--- src/rtl/config_pkg.sv ---
// Shared matrix-unit configuration: DDR bus types, requester count and the
// DDR port arbiter state encoding.
package config_pkg;

  localparam int DdrAddrWidth = 32;
  localparam int DdrDataWidth = 32;

  typedef logic [DdrAddrWidth-1:0] ddr_address_t;
  typedef logic [DdrDataWidth-1:0] ddr_data_t;

  // Requester 0 = vector load/store, 1 = ternary matmul stream.
  localparam int DdrRequesters = 2;

  typedef enum logic [1:0] {
    IDLE,
    ACCESS,
    HELD
  } arb_state_e;

endpackage

--- src/rtl/rr_priority_picker.sv ---
// Combinational round-robin picker: one-hot grant for the first set request
// at or after the pointer, wrapping modulo the requester count.
module rr_priority_picker #(
  parameter  int NumReq = 2,
  localparam int PtrW   = (NumReq > 1) ? $clog2(NumReq) : 1
) (
  input  logic [NumReq-1:0] req_i,
  input  logic [PtrW-1:0]   ptr_i,
  output logic [NumReq-1:0] gnt_o,
  output logic              valid_o
);

  int            slot;
  logic [PtrW-1:0] idx;

  // NOTE: every variable assigned in always_comb gets a default first, so no
  // path leaves it unassigned and no latch is inferred.
  always_comb begin
    gnt_o   = '0;
    valid_o = 1'b0;
    slot    = 0;
    idx     = '0;
    for (int i = 0; i < NumReq; i++) begin
      slot = int'(ptr_i) + i;
      if (slot >= NumReq) slot = slot - NumReq;
      idx = PtrW'(slot);
      if (!valid_o && req_i[idx]) begin
        gnt_o[idx] = 1'b1;
        valid_o    = 1'b1;
      end
    end
  end

endmodule

--- src/rtl/ddr_port_arbiter.sv ---
// Round-robin arbiter sharing the single DDR port between requesters at
// transaction granularity, with an optional bounded lock for streaming ports.
module ddr_port_arbiter
  import config_pkg::*;
#(
  parameter int NumRequesters = DdrRequesters,
  parameter int MaxLockBeats  = 16
) (
  input  logic                             clk_i,
  input  logic                             rst_ni,
  input  logic         [NumRequesters-1:0] req_i,
  input  logic         [NumRequesters-1:0] req_we_i,
  input  ddr_address_t [NumRequesters-1:0] req_addr_i,
  input  ddr_data_t    [NumRequesters-1:0] req_w_data_i,
  input  logic         [NumRequesters-1:0] lock_i,
  output logic         [NumRequesters-1:0] gnt_o,
  output logic         [NumRequesters-1:0] done_o,
  output ddr_data_t                        r_data_o,
  output ddr_address_t                     ddr_address_o,
  output logic                             ddr_w_en_o,
  output ddr_data_t                        ddr_w_data_o,
  input  logic                             ddr_w_done_i,
  output logic                             ddr_r_en_o,
  input  ddr_data_t                        ddr_r_data_i,
  input  logic                             ddr_r_valid_i
);

  localparam int PtrW = (NumRequesters > 1) ? $clog2(NumRequesters) : 1;
  localparam int CntW = (MaxLockBeats > 2) ? $clog2(MaxLockBeats) : 1;
  localparam logic [CntW-1:0] LockLimit = CntW'(MaxLockBeats - 1);

  arb_state_e               state_q, state_d;
  logic [NumRequesters-1:0] gnt_q, gnt_d;
  logic [PtrW-1:0]          rr_ptr_q, rr_ptr_d;
  logic [CntW-1:0]          lock_cnt_q, lock_cnt_d;

  logic [NumRequesters-1:0] pick_gnt;
  logic                     pick_valid;

  logic                     g_we, g_req, g_lock;
  ddr_address_t             g_addr;
  ddr_data_t                g_wdata;
  logic [PtrW-1:0]          g_idx, next_ptr;
  logic                     others_pending, completion, do_release;

  rr_priority_picker #(
    .NumReq (NumRequesters)
  ) u_picker (
    .req_i   (req_i),
    .ptr_i   (rr_ptr_q),
    .gnt_o   (pick_gnt),
    .valid_o (pick_valid)
  );

  // Granted requester's view; all fields read as zero while nothing is granted.
  always_comb begin
    g_we    = 1'b0;
    g_addr  = '0;
    g_wdata = '0;
    g_idx   = '0;
    for (int k = 0; k < NumRequesters; k++) begin
      if (gnt_q[k]) begin
        g_we    = req_we_i[k];
        g_addr  = req_addr_i[k];
        g_wdata = req_w_data_i[k];
        g_idx   = PtrW'(k);
      end
    end
  end

  assign g_req          = |(req_i & gnt_q);
  assign g_lock         = |(lock_i & gnt_q);
  assign others_pending = |(req_i & ~gnt_q);
  assign completion     = g_we ? ddr_w_done_i : ddr_r_valid_i;
  assign next_ptr       = (g_idx == PtrW'(NumRequesters - 1)) ? '0 : g_idx + 1'b1;

  // NOTE: sequential state uses non-blocking assignments only, so every flop
  // samples the values from before the edge regardless of statement order.
  always_ff @(posedge clk_i or negedge rst_ni) begin
    if (!rst_ni) begin
      state_q    <= IDLE;
      gnt_q      <= '0;
      rr_ptr_q   <= '0;
      lock_cnt_q <= '0;
    end else begin
      state_q    <= state_d;
      gnt_q      <= gnt_d;
      rr_ptr_q   <= rr_ptr_d;
      lock_cnt_q <= lock_cnt_d;
    end
  end

  always_comb begin
    state_d    = state_q;
    gnt_d      = gnt_q;
    rr_ptr_d   = rr_ptr_q;
    lock_cnt_d = lock_cnt_q;
    do_release = 1'b0;
    unique case (state_q)
      IDLE: begin
        if (pick_valid) begin
          gnt_d   = pick_gnt;
          state_d = ACCESS;
        end
      end
      ACCESS: begin
        if (completion) begin
          if ((g_lock && (lock_cnt_q < LockLimit)) || !others_pending) begin
            state_d = HELD;
            if (lock_cnt_q != LockLimit) lock_cnt_d = lock_cnt_q + 1'b1;
          end else begin
            do_release = 1'b1;
          end
        end
      end
      HELD: begin
        // A follow-on request wins over the fairness bound; the bound only
        // cuts off a locked owner that is idling while others wait.
        if (g_req) begin
          state_d = ACCESS;
        end else if (!g_lock) begin
          do_release = 1'b1;
        end else if (others_pending && (lock_cnt_q >= LockLimit)) begin
          do_release = 1'b1;
        end
      end
      default: begin
        state_d = IDLE;
        gnt_d   = '0;
      end
    endcase
    if (do_release) begin
      state_d    = IDLE;
      gnt_d      = '0;
      rr_ptr_d   = next_ptr;
      lock_cnt_d = '0;
    end
  end

  always_comb begin
    gnt_o         = gnt_q;
    done_o        = ((state_q == ACCESS) && completion) ? gnt_q : '0;
    ddr_w_en_o    = (state_q == ACCESS) && g_we;
    ddr_r_en_o    = (state_q == ACCESS) && !g_we;
    ddr_address_o = g_addr;
    ddr_w_data_o  = g_wdata;
    r_data_o      = ddr_r_data_i;
  end

  req_held_during_access : assert property (
    @(posedge clk_i) disable iff (!rst_ni) (state_q == ACCESS) |-> g_req
  ) else $error("granted requester dropped req_i during ACCESS");

endmodule
--- config.mk ---
export PLATFORM = sky130hd
export DESIGN_NAME = ddr_port_arbiter
export DESIGN_NICKNAME = d
export VERILOG_FILES = /design/src/rtl/config_pkg.sv /design/src/rtl/rr_priority_picker.sv /design/src/rtl/ddr_port_arbiter.sv
export SDC_FILE = /design/constraint.sdc
export NUM_CORES = 1
export LEC_CHECK = 0
export BUFFER_PORTS_ARGS = -buffer_cell sky130_fd_sc_hd__buf_2
export CAP_MARGIN = 20
export CORE_AREA = 2 2 107 109
export DETAILED_ROUTE_END_ITERATION = 10
export DIE_AREA = 0 0 109 111
export PLACE_DENSITY = 0.5
export SYNTH_ARGS = -nofsm -noshare
export SYNTH_HDL_FRONTEND = slang
export SYNTH_SLANG_ARGS = --single-unit
--- constraint.sdc ---
create_clock -name clk_i -period 2.16 [get_ports clk_i]
set_input_delay 0.432 -clock clk_i [delete_from_list [all_inputs] [get_ports clk_i]]
set_output_delay 0.432 -clock clk_i [all_outputs]
set_load 0.02 [all_outputs]
== After elaboration in Yosys (flattened, before gate mapping) ==
Cells that the tools add are included.

* Multipliers: 0
* Reduce and logical (&&, ||, !) cells: 24
* Div/mod/pow operators: 0
* Eq/ne operators: 8
* Multiplexer cells: 44
* Shift operators: 0
* $add $sub $neg: 5
* Magnitude comparators: 8
* Bitwise logic cells: 5

{| class="wikitable"
|+ Operators with widths
! kind !! count
|-
| 32-bit 2-to-1 mux || 4
|-
| 1-bit 2-to-1 mux || 20
|-
| 2-bit 2-to-1 mux || 10
|-
| 4-bit 2-to-1 mux || 5
|-
| 3-bit != test, second input constant || 4
|-
| 1-bit logical AND || 8
|-
| 4-bit AND reduction || 2
|-
| 2-bit nonzero test || 4
|-
| 2-bit OR reduction || 4
|-
| 2-bit bitwise AND || 3
|-
| 2-bit case mux with 3 select lines || 1
|-
| 4-bit by 1-bit adder with 4-bit output, second input constant || 1
|-
| 4-bit >= comparator, second input constant || 1
|-
| 1-bit by 2-bit less-than comparator with 1-bit output, second input constant || 2
|-
| 4-bit less-than comparator, second input constant || 1
|-
| 4-bit != test, second input constant || 1
|-
| 2-bit case mux with 2 select lines || 1
|-
| 1-bit logical NOT || 3
|-
| 1-bit by 1-bit adder with 2-bit output, second input constant || 1
|-
| 1-bit demux with 1-bit select || 2
|-
| 2-bit by 1-bit == test with 1-bit output, second input constant || 1
|-
| 2-bit == test, second input constant || 1
|-
| 1-bit >= comparator, second input constant || 2
|-
| 1-bit by 2-bit >= comparator with 1-bit output, second input constant || 1
|-
| other kinds (10) || 11
|}

* RAM bits: 0
* Input port bits: 170
* Word-level logic and storage cells: 98
* ROM bits: 0
* Memories: 0
* Bits in latches: 0
* Output and inout bits: 102
* Flip-flop bits (word level): 9

== Logic depth before layout (Yosys ltp) ==
* Word-level depth: 12
* Depth in mapped cells: 6
* Gate-level depth less buffers: 6

== Modules after synthesis ==
A second synthesis with hierarchy kept.

* Cells, all modules: 199
* Area, all modules: 1579.0 um^2

{| class="wikitable"
|+ Modules (own cells, without submodules)
! module !! area an instance (um^2) !! instances !! cells an instance !! seq. area each (um^2)
|-
| ddr_port_arbiter || 1554.0 || 1 || 195 || 225.2
|-
| rr_priority_picker || 25.0 || 1 || 4 || 0.0
|}

== Worst setup path before layout ==
OpenSTA, ideal clock, no wires.

* Path kind: register to output
* Start point: reg gnt_q[0] (netlist: gnt_o[0])
* End point: out ddr_address_o[0]
* Required time: 1.728 ns
* Cell stages (with the launch flop): 5
* Buffers on the path: 1
* Setup slack: 0.143 ns
* Arrival time: 1.585 ns
* Path through: dfrtp_1 inv_1 nor2_1 clkbuf_1 a22o_1

* Cells in the longest elaborated chain, start to end: 2

{| class="wikitable"
|+ Ends and longest elaborated chain
! item !! line !! RTL
|-
| start: declaration || ddr_port_arbiter.sv:33 || <nowiki>logic [NumRequesters-1:0] gnt_q, gnt_d;</nowiki>
|-
| start signal: assignment || ddr_port_arbiter.sv:87 || <nowiki>gnt_q <= gnt_d;</nowiki>
|-
| 32-bit 2-to-1 mux (2 in series) || ddr_port_arbiter.sv:62 || <nowiki>if (gnt_q[k]) begin</nowiki>
|-
| end: declaration || ddr_port_arbiter.sv:19 || <nowiki>output ddr_address_t ddr_address_o,</nowiki>
|}

Every way passes these cells.

== Worst setup path in the final report ==
* Start point: reg gnt_q[1] (netlist: gnt_o[1])
* End point: out ddr_w_data_o[18]

* Cells in the longest elaborated chain, start to end: 1

{| class="wikitable"
|+ Ends and longest elaborated chain
! item !! line !! RTL
|-
| 32-bit 2-to-1 mux || ddr_port_arbiter.sv:62 ||
|-
| end: declaration || ddr_port_arbiter.sv:21 || <nowiki>output ddr_data_t ddr_w_data_o,</nowiki>
|}

Every way passes these cells.

==> flow_metrics.tcl <==
set metrics [dict create \
    status "complete, no violations" \
    final_cell_area_um2 2680 \
    maxCapViolations 0 \
    clkLatencyLatePin_ps 240 \
    hold_class "input pin to asynchronous set/reset pin" \
    p_sw_mw 1.54 \
    rsz0062_at_grt "true" \
    synth.avg_cell_area_um2 8.06 \
    viasPerCell 4.41 \
    synth_ff_type "dfrtp_1" \
    syn_area_um2 1560 \
    intPower_mw 1.41 \
    drc 0 \
    drive_gt1_frac 0.628 \
    clock_power_share 0.111 \
    ys_seq_elements 9 \
    grt_pass1_vias 2164 \
    worstPathMaxFanout 44 \
    setup_viol 0 \
    initial_utilization 0.141 \
    rows 39 \
    instances_no_fill 511 \
    p_seq_frac 0.098 \
    synthTopCellsByCount "a22o_1 (63), buf_4 (33), clkbuf_1 (13)" \
    switching_share 0.523 \
    core_area_um2 11100 \
    path_clk_slew_ps 40 \
    numCtsBuffers 3 \
    cp_slowest_stage_delay_ps 390 \
    synth_cells 193 \
    seq_area_frac_synth 0.145 \
    port_buffers 207 \
    place_congestion 0.718 \
    synth_area_leaders "a22o_1 (35%), buf_4 (16%), dfrtp_1 (14%)" \
    grt_overflow 0 \
    dr_total_vias 2251 \
    max_clock_freq_ghz 0.482 \
    cts_tree "built" \
    grt_max_degree 45 \
    combPwrFrac 0.791 \
    cts_root_buf "clkbuf_16" \
    critPathKind "flip-flop to output port" \
    slew_violations 0 \
    period_needed_ps 2070 \
    first_pass_iters 4 \
    dp_cells 502 \
    nNetsFinal 544 \
    clk_path_buf_depth 2 \
    maxSlewHeadroom 0.706 \
    antenna_found_initial 1 \
    peakVddDrop_mv 0.266 \
    drtAntennaViolNets 0 \
    synth_top_cell_by_area "a22o_1" \
    cp-start-kind "flip-flop" \
    ys_async_sr_fraction 1.00 \
    fin_crit_sh 0.960 \
    crit_chain "buf_4 > buf_4 > a22o_1 > buf_2" \
    area_growth_syn_to_layout_pct 72.2 \
    n_antenna_cell 0 \
    power.leakage_nw 1.52 \
    tns_ps 0 \
    die_h_um 111 \
    yosysTopAreaCellShare 0.355 \
    hold_violations 0 \
    powerDensity_nw_per_um2 1100 \
    crit_path_frequent_cell "buf_4" \
    tightest_slew_ps 441 \
    grt_usage 0.118 \
    slowest_stage "buf_4" \
    yosysUniqueCellTypes 34 \
    numClockSinks 9 \
    io_pins 272 \
    wl_per_cell_um 15.4 \
    cts_hold_buf 0 \
    crit_required_ps 1730 \
    die_area_um2 12100 \
    dpl_cell_area_um2 2540 \
    fp.dieW_um 109 \
    synth-warning-count 0 \
    cp-end-kind "output port" \
    synth_edf_count 0 \
    dpl.hpwl_um 6600 \
    fillers 1224 \
    cts_max_level 1 \
    drt_iter0_drc 51 \
    skew_ps 4.64 \
    syn_nets 368 \
    arrival_ps 1640 \
    yosysMostFrequentCell "a22o_1" \
    design_power_total_mw 2.96 \
    drt-total-wl_um 7880 \
    grt_pass1_wl_um 11100 \
]
-- worst max-delay path: cells and delay by family, from the launching register on --
family / cells / cell delay (ps)
compound gates: 1 / 280
buf+inv: 3 / 740
flops: 1 / 350
-- power by group through the flow --
stage	logic [mW]	registers, mW	clock network [mW]
CTS	2.31	0.289	0.336
global placement	2.27	0.287	0
detailed placement	2.29	0.289	0
global route	2.55	0.299	0.349
floorplan	1.56	0.283	0
finish	2.34	0.289	0.328
-- registers in the layout (all words and copies together), names as in the netlist --
name        count
lock_cnt_q      4
rr_ptr_q        1
state_q         2
gnt_o           2
-- cell families (layout without fill, tap and decap cells) --
family / count (synthesis) / in the layout / synth area share
adder cells (fa/ha/maj): 5 / 5 / 0.0402
multiplexers: 1 / 1 / 0.00723
AO/OA/AOI/OAI: 94 / 94 / 0.487
flip-flops: 9 / 9 / 0.145
AND/OR/NAND/NOR: 30 / 30 / 0.110
buffers and inverters: 54 / 229 / 0.211
-- per-stage QoR --
| stage | setup WS (ps) | utilization | hold WS (ps) |
|---|---|---|---|
| final | 86.5 | 0.242 | 47.9 |
| after global routing | -0.575 | 0.242 | 63.5 |
| after CTS | 55.2 | 0.237 | 57.5 |
| after detailed placement | 231 | 0.229 | 309 |
| after global placement | 281 | 0.229 | 303 |
| after floorplan | 143 | - | 136 |
-- layout by cell type (no fill, tap or decap), drive strengths merged --
cell type  netlist  final
nor2b            2      2
a22o            63     63
o221ai           1      1
clkbuf          13      4
a21boi           4      4
inv              7      7
clkinv           0      1
nand2b           2      2
a22oi            4      4
mux2             1      1
buf             34    217
nand3b           2      2
ha               5      5
dfrtp            9      9
o21ai            8      8
o32ai            1      1
nand3            1      1
and2b            1      1
or3              2      2
or4              3      3
o211ai           1      1
a21oi            8      8
or3b             1      1
o31ai            3      3
a21o             1      1
nor2             6      6
nand2            6      6
and3             3      3
nor3b            1      1
-- worst paths after layout --
path	startpoint	to	slack, ps	cells past startpoint
max in group asynchronous	rst_ni	gnt_o[1]$_DFFE_PN0P_	1910	1
setup / recovery	gnt_o[1]$_DFFE_PN0P_	ddr_w_data_o[18]	90	4
hold / removal	rst_ni	lock_cnt_q[2]$_DFFE_PN0P_	50	1
setup reg to reg	gnt_o[1]$_DFFE_PN0P_	lock_cnt_q[3]$_DFFE_PN0P_	230	7
min in group clk_i	lock_cnt_q[3]$_DFFE_PN0P_	lock_cnt_q[3]$_DFFE_PN0P_	550	2
hold reg to reg	lock_cnt_q[3]$_DFFE_PN0P_	lock_cnt_q[3]$_DFFE_PN0P_	550	2
-- final cells by class --
class | count | area [um2] | area share
clock inverter | 1 | 5.00 | 0.00187
sequential | 9 | 228 | 0.0850
multi-input combinational | 130 | 1020 | 0.380
clock buffer | 3 | 75.1 | 0.0280
inverter | 7 | 26.3 | 0.00980
timing repair buffer | 218 | 1150 | 0.429
tap | 143 | 179 | 0.0668
-- per-layer routing --
layer,GRT usage,part of all wire
met1,0.146,0.41
met2,0.199,0.49
met3,0.0294,0.087
met4,0.0342,0.020
met5,0,0.0016
-- repair_timing --
item	4_1_cts	5_1_grt
setup buffers	0	4
gates cloned	0	1
resized for setup	2	0
pin swaps	0	2
setup endpoints to repair	8	4
Note: power is estimated with default switching activity, not from simulation.
